--- src/rtl/bmd_256_latency_ctrl_if.sv ---
// Signal bundle between the latency controller, the TX/RX engines and the
// timestamp BRAM. The master side is the controller itself.
`timescale 1ns/1ps
interface bmd_256_latency_ctrl_if #(
  parameter int DEPTH_LOG2 = 10
);
  logic                  latency_reset_signal;
  logic [63:0]           latency_counter;
  logic                  tx_pkt_sent;
  logic                  rx_pkt_rcvd;
  logic                  bram_wea;
  logic [DEPTH_LOG2-1:0] bram_wr_addr;
  logic [63:0]           bram_wr_data;
  logic                  bram_reb;
  logic [DEPTH_LOG2-1:0] bram_rd_addr;
  logic [63:0]           bram_rd_data;
  logic                  lat_valid;
  logic [63:0]           lat_last;
  logic [63:0]           lat_min;
  logic [63:0]           lat_max;
  logic [63:0]           lat_sum;
  logic [31:0]           lat_count;
  logic [DEPTH_LOG2:0]   outstanding;
  logic                  overflow_err;
  logic                  underflow_err;

  modport master (
    input  latency_reset_signal, latency_counter, tx_pkt_sent, rx_pkt_rcvd,
           bram_rd_data,
    output bram_wea, bram_wr_addr, bram_wr_data, bram_reb, bram_rd_addr,
           lat_valid, lat_last, lat_min, lat_max, lat_sum, lat_count,
           outstanding, overflow_err, underflow_err
  );

  modport slave (
    output latency_reset_signal, latency_counter, tx_pkt_sent, rx_pkt_rcvd,
           bram_rd_data,
    input  bram_wea, bram_wr_addr, bram_wr_data, bram_reb, bram_rd_addr,
           lat_valid, lat_last, lat_min, lat_max, lat_sum, lat_count,
           outstanding, overflow_err, underflow_err
  );
endinterface

--- src/rtl/bmd_256_latency_ctrl.sv ---
// Timestamp FIFO sequencer over a 2-cycle-latency BRAM: writes a timestamp per
// sent packet, reads the oldest per received packet, and keeps latency stats.
`timescale 1ns/1ps
module bmd_256_latency_ctrl #(
  parameter int DEPTH_LOG2 = 10
) (
  input  logic                   clk,
  input  logic                   rst_n,
  bmd_256_latency_ctrl_if.master bus
);
  localparam logic [DEPTH_LOG2:0] FULL_COUNT  = {1'b1, {DEPTH_LOG2{1'b0}}};
  localparam logic [63:0]         LAT_ALL_ONE = '1;

  logic                  clear;
  logic                  txAccept;
  logic                  rxAccept;
  logic [63:0]           latency;
  logic [64:0]           sumWide;

  logic [DEPTH_LOG2-1:0] wrPtr_q, wrPtr_d;
  logic [DEPTH_LOG2-1:0] rdPtr_q, rdPtr_d;
  logic [DEPTH_LOG2:0]   outstanding_q, outstanding_d;
  logic                  wea_q, wea_d;
  logic [DEPTH_LOG2-1:0] wrAddr_q, wrAddr_d;
  logic [63:0]           wrData_q, wrData_d;
  logic                  reb_q, reb_d;
  logic [DEPTH_LOG2-1:0] rdAddr_q, rdAddr_d;
  logic [2:0]            arrValid_q, arrValid_d;
  logic [2:0][63:0]      arrTs_q, arrTs_d;
  logic                  latValid_q, latValid_d;
  logic [63:0]           latLast_q, latLast_d;
  logic [63:0]           latMin_q, latMin_d;
  logic [63:0]           latMax_q, latMax_d;
  logic [63:0]           latSum_q, latSum_d;
  logic [31:0]           latCount_q, latCount_d;
  logic                  ovfErr_q, ovfErr_d;
  logic                  unfErr_q, unfErr_d;

  assign clear = !rst_n || bus.latency_reset_signal;

  always_comb begin
    wrPtr_d       = wrPtr_q;
    rdPtr_d       = rdPtr_q;
    outstanding_d = outstanding_q;
    wrAddr_d      = wrAddr_q;
    wrData_d      = wrData_q;
    rdAddr_d      = rdAddr_q;
    latLast_d     = latLast_q;
    latMin_d      = latMin_q;
    latMax_d      = latMax_q;
    latSum_d      = latSum_q;
    latCount_d    = latCount_q;
    ovfErr_d      = ovfErr_q;
    unfErr_d      = unfErr_q;

    // Full/empty decisions both use the count as it stood before this cycle
    txAccept   = bus.tx_pkt_sent && (outstanding_q != FULL_COUNT);
    rxAccept   = bus.rx_pkt_rcvd && (outstanding_q != '0);
    wea_d      = txAccept;
    reb_d      = rxAccept;
    latValid_d = arrValid_q[2];
    arrValid_d = {arrValid_q[1:0], rxAccept};
    arrTs_d    = {arrTs_q[1:0], bus.latency_counter};

    if (txAccept) begin
      wrAddr_d = wrPtr_q;
      wrData_d = bus.latency_counter;
      wrPtr_d  = wrPtr_q + DEPTH_LOG2'(1);
    end
    if (bus.tx_pkt_sent && !txAccept) ovfErr_d = 1'b1;

    if (rxAccept) begin
      rdAddr_d = rdPtr_q;
      rdPtr_d  = rdPtr_q + DEPTH_LOG2'(1);
    end
    if (bus.rx_pkt_rcvd && !rxAccept) unfErr_d = 1'b1;

    case ({txAccept, rxAccept})
      2'b10:   outstanding_d = outstanding_q + (DEPTH_LOG2+1)'(1);
      2'b01:   outstanding_d = outstanding_q - (DEPTH_LOG2+1)'(1);
      default: outstanding_d = outstanding_q;
    endcase

    // Modular difference keeps the result right across counter wrap
    latency = arrTs_q[2] - bus.bram_rd_data;
    sumWide = {1'b0, latSum_q} + {1'b0, latency};
    if (arrValid_q[2]) begin
      latLast_d  = latency;
      latMin_d   = (latency < latMin_q) ? latency : latMin_q;
      latMax_d   = (latency > latMax_q) ? latency : latMax_q;
      latSum_d   = sumWide[64] ? LAT_ALL_ONE : sumWide[63:0];
      latCount_d = (latCount_q == '1) ? latCount_q : latCount_q + 32'd1;
    end
  end

  always_ff @(posedge clk) begin
    if (clear) begin
      wrPtr_q       <= '0;
      rdPtr_q       <= '0;
      outstanding_q <= '0;
      wea_q         <= 1'b0;
      wrAddr_q      <= '0;
      wrData_q      <= '0;
      reb_q         <= 1'b0;
      rdAddr_q      <= '0;
      arrValid_q    <= '0;
      arrTs_q       <= '0;
      latValid_q    <= 1'b0;
      latLast_q     <= '0;
      latMin_q      <= LAT_ALL_ONE;
      latMax_q      <= '0;
      latSum_q      <= '0;
      latCount_q    <= '0;
      ovfErr_q      <= 1'b0;
      unfErr_q      <= 1'b0;
    end else begin
      wrPtr_q       <= wrPtr_d;
      rdPtr_q       <= rdPtr_d;
      outstanding_q <= outstanding_d;
      wea_q         <= wea_d;
      wrAddr_q      <= wrAddr_d;
      wrData_q      <= wrData_d;
      reb_q         <= reb_d;
      rdAddr_q      <= rdAddr_d;
      arrValid_q    <= arrValid_d;
      arrTs_q       <= arrTs_d;
      latValid_q    <= latValid_d;
      latLast_q     <= latLast_d;
      latMin_q      <= latMin_d;
      latMax_q      <= latMax_d;
      latSum_q      <= latSum_d;
      latCount_q    <= latCount_d;
      ovfErr_q      <= ovfErr_d;
      unfErr_q      <= unfErr_d;
    end
  end

  assign bus.bram_wea      = wea_q;
  assign bus.bram_wr_addr  = wrAddr_q;
  assign bus.bram_wr_data  = wrData_q;
  assign bus.bram_reb      = reb_q;
  assign bus.bram_rd_addr  = rdAddr_q;
  assign bus.lat_valid     = latValid_q;
  assign bus.lat_last      = latLast_q;
  assign bus.lat_min       = latMin_q;
  assign bus.lat_max       = latMax_q;
  assign bus.lat_sum       = latSum_q;
  assign bus.lat_count     = latCount_q;
  assign bus.outstanding   = outstanding_q;
  assign bus.overflow_err  = ovfErr_q;
  assign bus.underflow_err = unfErr_q;
endmodule

--- src/flat_wrapper.sv ---
// flat-port wrapper written by rule: the top's interface ports become plain ports
module bmd_256_latency_ctrl_flat 
#(
  parameter int DEPTH_LOG2 = 10
)
  (clk, rst_n, bus_latency_reset_signal, bus_latency_counter, bus_tx_pkt_sent, bus_rx_pkt_rcvd, bus_bram_rd_data, bus_bram_wea, bus_bram_wr_addr, bus_bram_wr_data, bus_bram_reb, bus_bram_rd_addr, bus_lat_valid, bus_lat_last, bus_lat_min, bus_lat_max, bus_lat_sum, bus_lat_count, bus_outstanding, bus_overflow_err, bus_underflow_err);
  bmd_256_latency_ctrl_if #(.DEPTH_LOG2(DEPTH_LOG2)) bus_i ();
  input  logic clk;
  input  logic rst_n;
  input wire logic [$bits(bus_i.latency_reset_signal)-1:0] bus_latency_reset_signal;
  input wire logic [$bits(bus_i.latency_counter)-1:0] bus_latency_counter;
  input wire logic [$bits(bus_i.tx_pkt_sent)-1:0] bus_tx_pkt_sent;
  input wire logic [$bits(bus_i.rx_pkt_rcvd)-1:0] bus_rx_pkt_rcvd;
  input wire logic [$bits(bus_i.bram_rd_data)-1:0] bus_bram_rd_data;
  output wire logic [$bits(bus_i.bram_wea)-1:0] bus_bram_wea;
  output wire logic [$bits(bus_i.bram_wr_addr)-1:0] bus_bram_wr_addr;
  output wire logic [$bits(bus_i.bram_wr_data)-1:0] bus_bram_wr_data;
  output wire logic [$bits(bus_i.bram_reb)-1:0] bus_bram_reb;
  output wire logic [$bits(bus_i.bram_rd_addr)-1:0] bus_bram_rd_addr;
  output wire logic [$bits(bus_i.lat_valid)-1:0] bus_lat_valid;
  output wire logic [$bits(bus_i.lat_last)-1:0] bus_lat_last;
  output wire logic [$bits(bus_i.lat_min)-1:0] bus_lat_min;
  output wire logic [$bits(bus_i.lat_max)-1:0] bus_lat_max;
  output wire logic [$bits(bus_i.lat_sum)-1:0] bus_lat_sum;
  output wire logic [$bits(bus_i.lat_count)-1:0] bus_lat_count;
  output wire logic [$bits(bus_i.outstanding)-1:0] bus_outstanding;
  output wire logic [$bits(bus_i.overflow_err)-1:0] bus_overflow_err;
  output wire logic [$bits(bus_i.underflow_err)-1:0] bus_underflow_err;
  assign bus_i.latency_reset_signal = bus_latency_reset_signal;
  assign bus_i.latency_counter = bus_latency_counter;
  assign bus_i.tx_pkt_sent = bus_tx_pkt_sent;
  assign bus_i.rx_pkt_rcvd = bus_rx_pkt_rcvd;
  assign bus_i.bram_rd_data = bus_bram_rd_data;
  assign bus_bram_wea = bus_i.bram_wea;
  assign bus_bram_wr_addr = bus_i.bram_wr_addr;
  assign bus_bram_wr_data = bus_i.bram_wr_data;
  assign bus_bram_reb = bus_i.bram_reb;
  assign bus_bram_rd_addr = bus_i.bram_rd_addr;
  assign bus_lat_valid = bus_i.lat_valid;
  assign bus_lat_last = bus_i.lat_last;
  assign bus_lat_min = bus_i.lat_min;
  assign bus_lat_max = bus_i.lat_max;
  assign bus_lat_sum = bus_i.lat_sum;
  assign bus_lat_count = bus_i.lat_count;
  assign bus_outstanding = bus_i.outstanding;
  assign bus_overflow_err = bus_i.overflow_err;
  assign bus_underflow_err = bus_i.underflow_err;
  bmd_256_latency_ctrl #(.DEPTH_LOG2(DEPTH_LOG2)) u_core (.clk(clk), .rst_n(rst_n), .bus(bus_i));
endmodule
--- config.mk ---
export PLATFORM = sky130hd
export DESIGN_NAME = bmd_256_latency_ctrl_flat
export DESIGN_NICKNAME = d
export VERILOG_FILES = /design/src/rtl/bmd_256_latency_ctrl_if.sv /design/src/rtl/bmd_256_latency_ctrl.sv /design/src/flat_wrapper.sv
export SDC_FILE = /design/constraint.sdc
export NUM_CORES = 1
export LEC_CHECK = 0
export CAP_MARGIN = 10
export CORE_UTILIZATION = 58
export DETAILED_ROUTE_END_ITERATION = 10
export HOLD_SLACK_MARGIN = 0.05
export PLACE_DENSITY = 0.85
export SLEW_MARGIN = 10
export SYNTH_ARGS = -nofsm -noshare
export SYNTH_HDL_FRONTEND = slang
export SYNTH_SLANG_ARGS = --single-unit
--- constraint.sdc ---
create_clock -name clk -period 14.4 [get_ports clk]
set_input_delay 4.32 -clock clk [delete_from_list [all_inputs] [get_ports clk]]
set_output_delay 4.32 -clock clk [all_outputs]
set_load 0.005 [all_outputs]
## Word-level counts from Yosys, hierarchy flattened

Index checks and enable logic that the tools add are counted.

| operators by class | value |
|---|---|
| add/subtract/negate cells | 7 |
| $mul | 0 |
| div/mod/pow operators | 0 |
| $lt $le $gt $ge | 2 |
| equal/unequal tests | 4 |
| shifts and indexed selects | 0 |
| multiplexer cells | 2 |
| bitwise operators | 1 |
| reductions and logical operators | 13 |

Operators with widths:

| kind | count |
|---|---|
| $add 64x64->65 | 1 |
| $gt 64x64->1 | 1 |
| $lt 64x64->1 | 1 |
| $mux 64 | 1 |
| $sub 64x64->64 | 1 |
| $add 32x1->32 const B | 1 |
| $eq 32x32->1 const B | 1 |
| $pmux 11 s2 | 1 |
| $add 10x1->10 const B | 2 |
| $add 11x1->11 const B | 1 |
| $ne 11x11->1 const B | 1 |
| $reduce_bool 11->1 | 1 |
| $sub 11x1->11 const B | 1 |
| $reduce_and 2->1 | 3 |
| $logic_and 1x1->1 | 4 |
| $logic_not 1->1 | 3 |
| $eq 2x1->1 const B | 1 |
| $eq 2x2->1 const B | 1 |
| $reduce_bool 2->1 | 1 |
| $logic_or 1x1->1 | 1 |
| $not 1->1 | 1 |

| storage, ports and cells | value |
|---|---|
| register bits | 603 |
| bits in latches | 0 |
| memory bits (writable) | 0 |
| memory bits (read-only) | 0 |
| input port bits | 133 |
| output and inout port bits | 388 |
| logic and storage cells | 49 |
| memories | 0 |

## Depth between registers and ports, before layout

| depth | value |
|---|---|
| word-level depth | 4 |
| gate-level depth with buffers | 28 |
| mapped depth without buffers | 26 |

## Worst setup path before layout

Ideal clock, no wire load.

| path | value |
|---|---|
| path type | in2reg |
| start | in bus_bram_rd_data[0] |
| end | reg u_core.latMax_q[11] (netlist: u_core.bus.lat_max[11]) |
| library setup time | 0.128 ns |
| data arrival time | 9.374 ns |
| required time | 14.272 ns |
| path slack | 4.899 ns |
| cell stages on the path | 25 |
| path buffers | 2 |
| path through | ha_1 fa_1 nand2b_1 a21oi_2 o311a_2 a41oi_4 nor3_4 a31oi_2 o41ai_4 a31oi_2 o21ai_1 xnor2_1 inv_1 ha_1 nand3_1 nor2_1 nand2_1 nor3_1 nand2_1 o41ai_1 a2bb2oi_1 clkbuf_1 buf_1 mux2i_1 nor2_1 |

| on the way | value |
|---|---|
| longest elaborated chain between the ends | 3 |

RTL lines:

| item | RTL line | source |
|---|---|---|
| from (decl) | flat_wrapper.sv:14 | `input wire logic [$bits(bus_i.bram_rd_data)-1:0] bus_bram_rd_data;` |
| $sub 64x64->64 | bmd_256_latency_ctrl.sv:85 | `latency = arrTs_q[2] - bus.bram_rd_data;` |
| net u_core.latency[60] | bmd_256_latency_ctrl.sv:17 | `logic [63:0] latency;` |
| $gt 64x64->1 | bmd_256_latency_ctrl.sv:90 | `latMax_d = (latency > latMax_q) ? latency : latMax_q;` |
| $reduce_and 2->1 (no source line) | n/a |  |
| to (signal assigned) | bmd_256_latency_ctrl.sv:130 | `latMax_q <= latMax_d;` |
| to (decl) | bmd_256_latency_ctrl.sv:33 | `logic [63:0] latMax_q, latMax_d;` |

The timed path passes the listed nets, and every way through them passes these cells.
A chain may end at the register's enable or synchronous reset.

## Final worst setup path

| path | value |
|---|---|
| start | in bus_bram_rd_data[0] |
| end | reg u_core.latMax_q[59] (netlist: u_core.bus.lat_max[59]) |

The elaborated chain is that of the path after synthesis.

==> results by group <==
Run status
  • Outcome: finished clean

GRT
  • Global route overflow: 0
  • Largest net degree at the start of global routing: 125
  • Vias in the first global route: between 20000 and 30000
  • Initial antenna violation count: 7
  • First-pass GRT wire length: around 140000 um
  • GRT Overall Usage: roughly a third

Floorplanning
  • Core ar.: just over 50000 um2
  • # rows: 83
  • Die height: 231.3 um
  • Die Width: 231.3 um
  • Initial Util: 59.06%
  • Die area: 53480 um2
  • # IOs: 521

Setup path
  • Cell mode on critical path: nor2_1
  • Startpoint Class: input pin
  • Worst Reg-to-Reg Cells: 25
  • Crit path launch: bus_bram_rd_data[0]
  • Reg2Reg Capture Point: u_core.bus.lat_max[59]$_SDFFE_PP0P_
  • CP max stage cell: xnor2_1
  • CP max stage delay: 0.81 ns
  • Critical path class: in2reg
  • Crit path DAT: approximately 12 ns
  • CP top delay family: compound AO/OA/AOI/OAI gates
  • Slack of the worst reg-to-reg path: 6.81 ns
  • Critical path capture point type: register
  • RR Startpoint: u_core.arrTs_q[128]$_SDFF_PP0_
  • Crit path capture: u_core.bus.lat_max[59]$_SDFFE_PP0P_
  • Critical path depth in cells: 25
  • Critical Path Fanout Max: 55
  • Worst path bufs/invs: 2
  • WP data required: between 10 and 15 ns

Clock tree
  • Hold Buf Count CTS: 0
  • Post-CTS sizing: 0
  • Clk Latency, worst-skew pair: 0.65 ns
  • Clk buf depth: 3
  • CTS root buf: clkbuf_16
  • TritonCTS Sinks: 602
  • H-tree levels: 2
  • Setup Buffers After CTS: 0
  • Num CTS Buffers: 60
  • Clock transition at the registers of the reported paths: 0.06 ns
  • TritonCTS clock tree: yes

Pwr
  • Switching portion of total power: 23.62%
  • Internal: 3.001 mW
  • Power Dens Cells: approximately 100 nW/um2
  • Clock Power Share: 48.1%
  • Net Switching: 928.0 uW
  • Leakage power: 16.67 nW
  • Worst vdd ir: 0.1049 mV
  • Sequential power share: 43.1%
  • Combinational power share: 8.8%

Yosys
  • Unique masters post-synth: a little under 80
  • Post-Syn Instances: 3593
  • Main area contributors after synthesis: dfxtp_1 (40%), ha_1 (11%), a21oi_1 (5.4%)
  • Synthesized area: 30480 um2
  • Area leader, netlist: dfxtp_1
  • Post-synth ARST share: 0%
  • EDFF count, synth: 0
  • Yosys reg bits: 602
  • Register area share after synthesis: between 30% and 40%
  • Ys Warns: 0
  • Syn nets: 3996
  • Syn avg cell area: 8.484 um2
  • Post-synth top flop: dfxtp_1
  • Share of the synthesized area in the top cell type: roughly two fifths

Timing
  • Worst-margin pin slew: approximately 1.3 ns
  • Slew Limit Fails: 0
  • Final min period: 11.37 ns
  • RSZ-0062 raised after global routing: no
  • Hold Violations, Final: 0
  • Clk_skew: 0.02935 ns
  • F_max: 0.08797 GHz
  • Tcrit/Tclk final: about four fifths
  • Max_slew headroom: a little over a tenth
  • Setup_tns: 0 ns
  • Final-report setup violation count: 0
  • Hold Worst Slack: 0.4206 ns

Final layout
  • Layout net count: about 4500
  • Fillers: 3814
  • Layout cell share with drive strength beyond 1: 4.902%
  • Final std cells w/o fill: 4783
  • Syn-to-layout area delta: 27.06%

Drt
  • Final wirelength: 93360 um
  • DR WL/cell: 19.52 um
  • Initial DRC Count: roughly 2100
  • ANT nets after route: 0
  • Router iterations before antenna repair: 6
  • Vias post-DR: 27391
  • Vias per cell: 5.727
  • DR DRC count: 0

Placed design
  • DP Wirelength: 70270 um
  • # port buffers: 520
  • Placed insts: 4667
  • Global placement routability congestion: 0.9641

Min path
  • Hold Path Origin: u_core.arrTs_d[118]$_SDFF_PP0_
  • Hold Path Class: reg2reg
  • Hold Path Stages: 1

Job
  • Maxcap violations: 0
cell usage after synthesis, types with 12 or more instances:
cell and n:
inv_1 239, xnor2_1 90, nor2_1 309, o21ai_1 12
a211oi_1 22, nand2_1 386, nand2b_1 17, o21ai_0 172
nor3_1 32, o21bai_1 19, buf_2 24, and2_1 203
xor2_1 80, a21oi_1 331, and3_1 15, a21o_1 107
o211ai_1 70, nor2b_1 25, nand3_1 46, a31oi_1 23
ha_1 267, nand4_1 73, mux2i_1 114, dfxtp_1 602
clkbuf_1 144, o21a_1 16, or3_1 13
state kept, by name, summed over array words and instances (netlist names):
name and cells:
u_core.rdPtr_q 10, u_core.bus.lat_count 32, u_core.bus.bram_wr_addr 10, u_core.wrPtr_q 10, u_core.bus.lat_min 64, u_core.arrTs_q 64
u_core.bus.bram_rd_addr 10, u_core.bus.lat_max 64, u_core.bus.lat_sum 64, u_core.bus.lat_valid 1, u_core.bus.overflow_err 1, u_core.bus.lat_last 64
u_core.arrTs_d 128, u_core.bus.underflow_err 1, u_core.arrValid_q 3, u_core.bus.bram_wr_data 64, u_core.bus.outstanding 11, u_core.bus.bram_wea 1
how the worst min path moves through the flow:
| stage | endpoint |
|---|---|
| 3_3_place_gp | u_core.arrValid_q[2]$_SDFF_PP0_ |
| 2_1_floorplan | u_core.arrTs_d[128]$_SDFF_PP0_ |
| 5_1_grt | u_core.arrTs_d[152]$_SDFF_PP0_ |
| 4_1_cts | u_core.arrTs_q[164]$_SDFF_PP0_ |
| 6_report | u_core.arrTs_d[182]$_SDFF_PP0_ |
| 3_5_place_dp | u_core.arrTs_d[170]$_SDFF_PP0_ |
power groups by stage:
| stage | registers (mW) | clock network (mW) | logic, mW |
|---|---|---|---|
| global route | 1.69 | 1.97 | 0.378 |
| floorplan | 1.73 | 0 | 0.201 |
| detailed placement | 1.73 | 0 | 0.338 |
| finish | 1.69 | 1.89 | 0.347 |
| global placement | 1.73 | 0 | 0.333 |
| CTS | 1.69 | 1.91 | 0.342 |
area by class of cell:
type | count | area [um2] | share of cell area [%]
Multi-Input combinational cell | 2574 | 16880 | 43.60
Sequential cell | 602 | 12060 | 31.13
Timing Repair Buffer | 570 | 5593 | 14.44
Clock buffer | 75 | 1688 | 4.358
Inverter | 241 | 904.6 | 2.336
Tap cell | 680 | 850.8 | 2.197
Clock inverter | 38 | 747.0 | 1.929
Antenna cell | 3 | 7.507 | 0.01938
cell families (layout without fill, tap and decap cells):
logic type / Yosys count / in the layout / synth area share (%)
multiplexers: 114 / 114 / 3.743
XOR/XNOR: 171 / 171 / 4.938
adder cells (fa/ha/maj): 270 / 270 / 11.16
other: 0 / 3 / 0
AND/OR/NAND/NOR: 1158 / 1158 / 17.97
flip-flops: 602 / 602 / 39.54
buffers and inverters: 417 / 924 / 5.233
AO/OA/AOI/OAI: 861 / 861 / 17.42
per-stage QoR:
stage	power (mW)	setup WS, ns	instance area [um2]	util [%]
floorplan	1.930	4.899	30480	-
global placement	2.062	2.757	36290	70.31
detailed placement	2.069	2.579	36290	70.31
CTS	3.943	3.189	38720	75.03
global route	4.042	2.626	38730	75.04
finish	3.929	3.033	38730	75.04
placed cells by master, fill, tap and decap left out, types with 19 or more instances in the layout:
cell	n
dfxtp_1	601
clkdlybuf4s50_1	520
nand2_1	386
a21oi_1	331
nor2_1	309
ha_1	267
inv_1	239
and2_1	202
o21ai_0	172
mux2i_1	114
a21o_1	107
xnor2_1	90
xor2_1	80
nand4_1	73
o211ai_1	70
clkbuf_16	60
buf_4	49
nand3_1	46
nor3_1	32
nor2b_1	24
a31oi_1	23
a211oi_1	22
o21bai_1	19
bufinv_16	19
routing by layer:
metal	global-route usage, %	vias to the layer above	share of wire, %
li1	-	13273	-
met1	42.33	12777	41
met2	53.52	1081	44
met3	8.477	252	8.9
met4	19.39	8	5.8
met5	0	-	0.061
(Power assumes the default switching activity.)
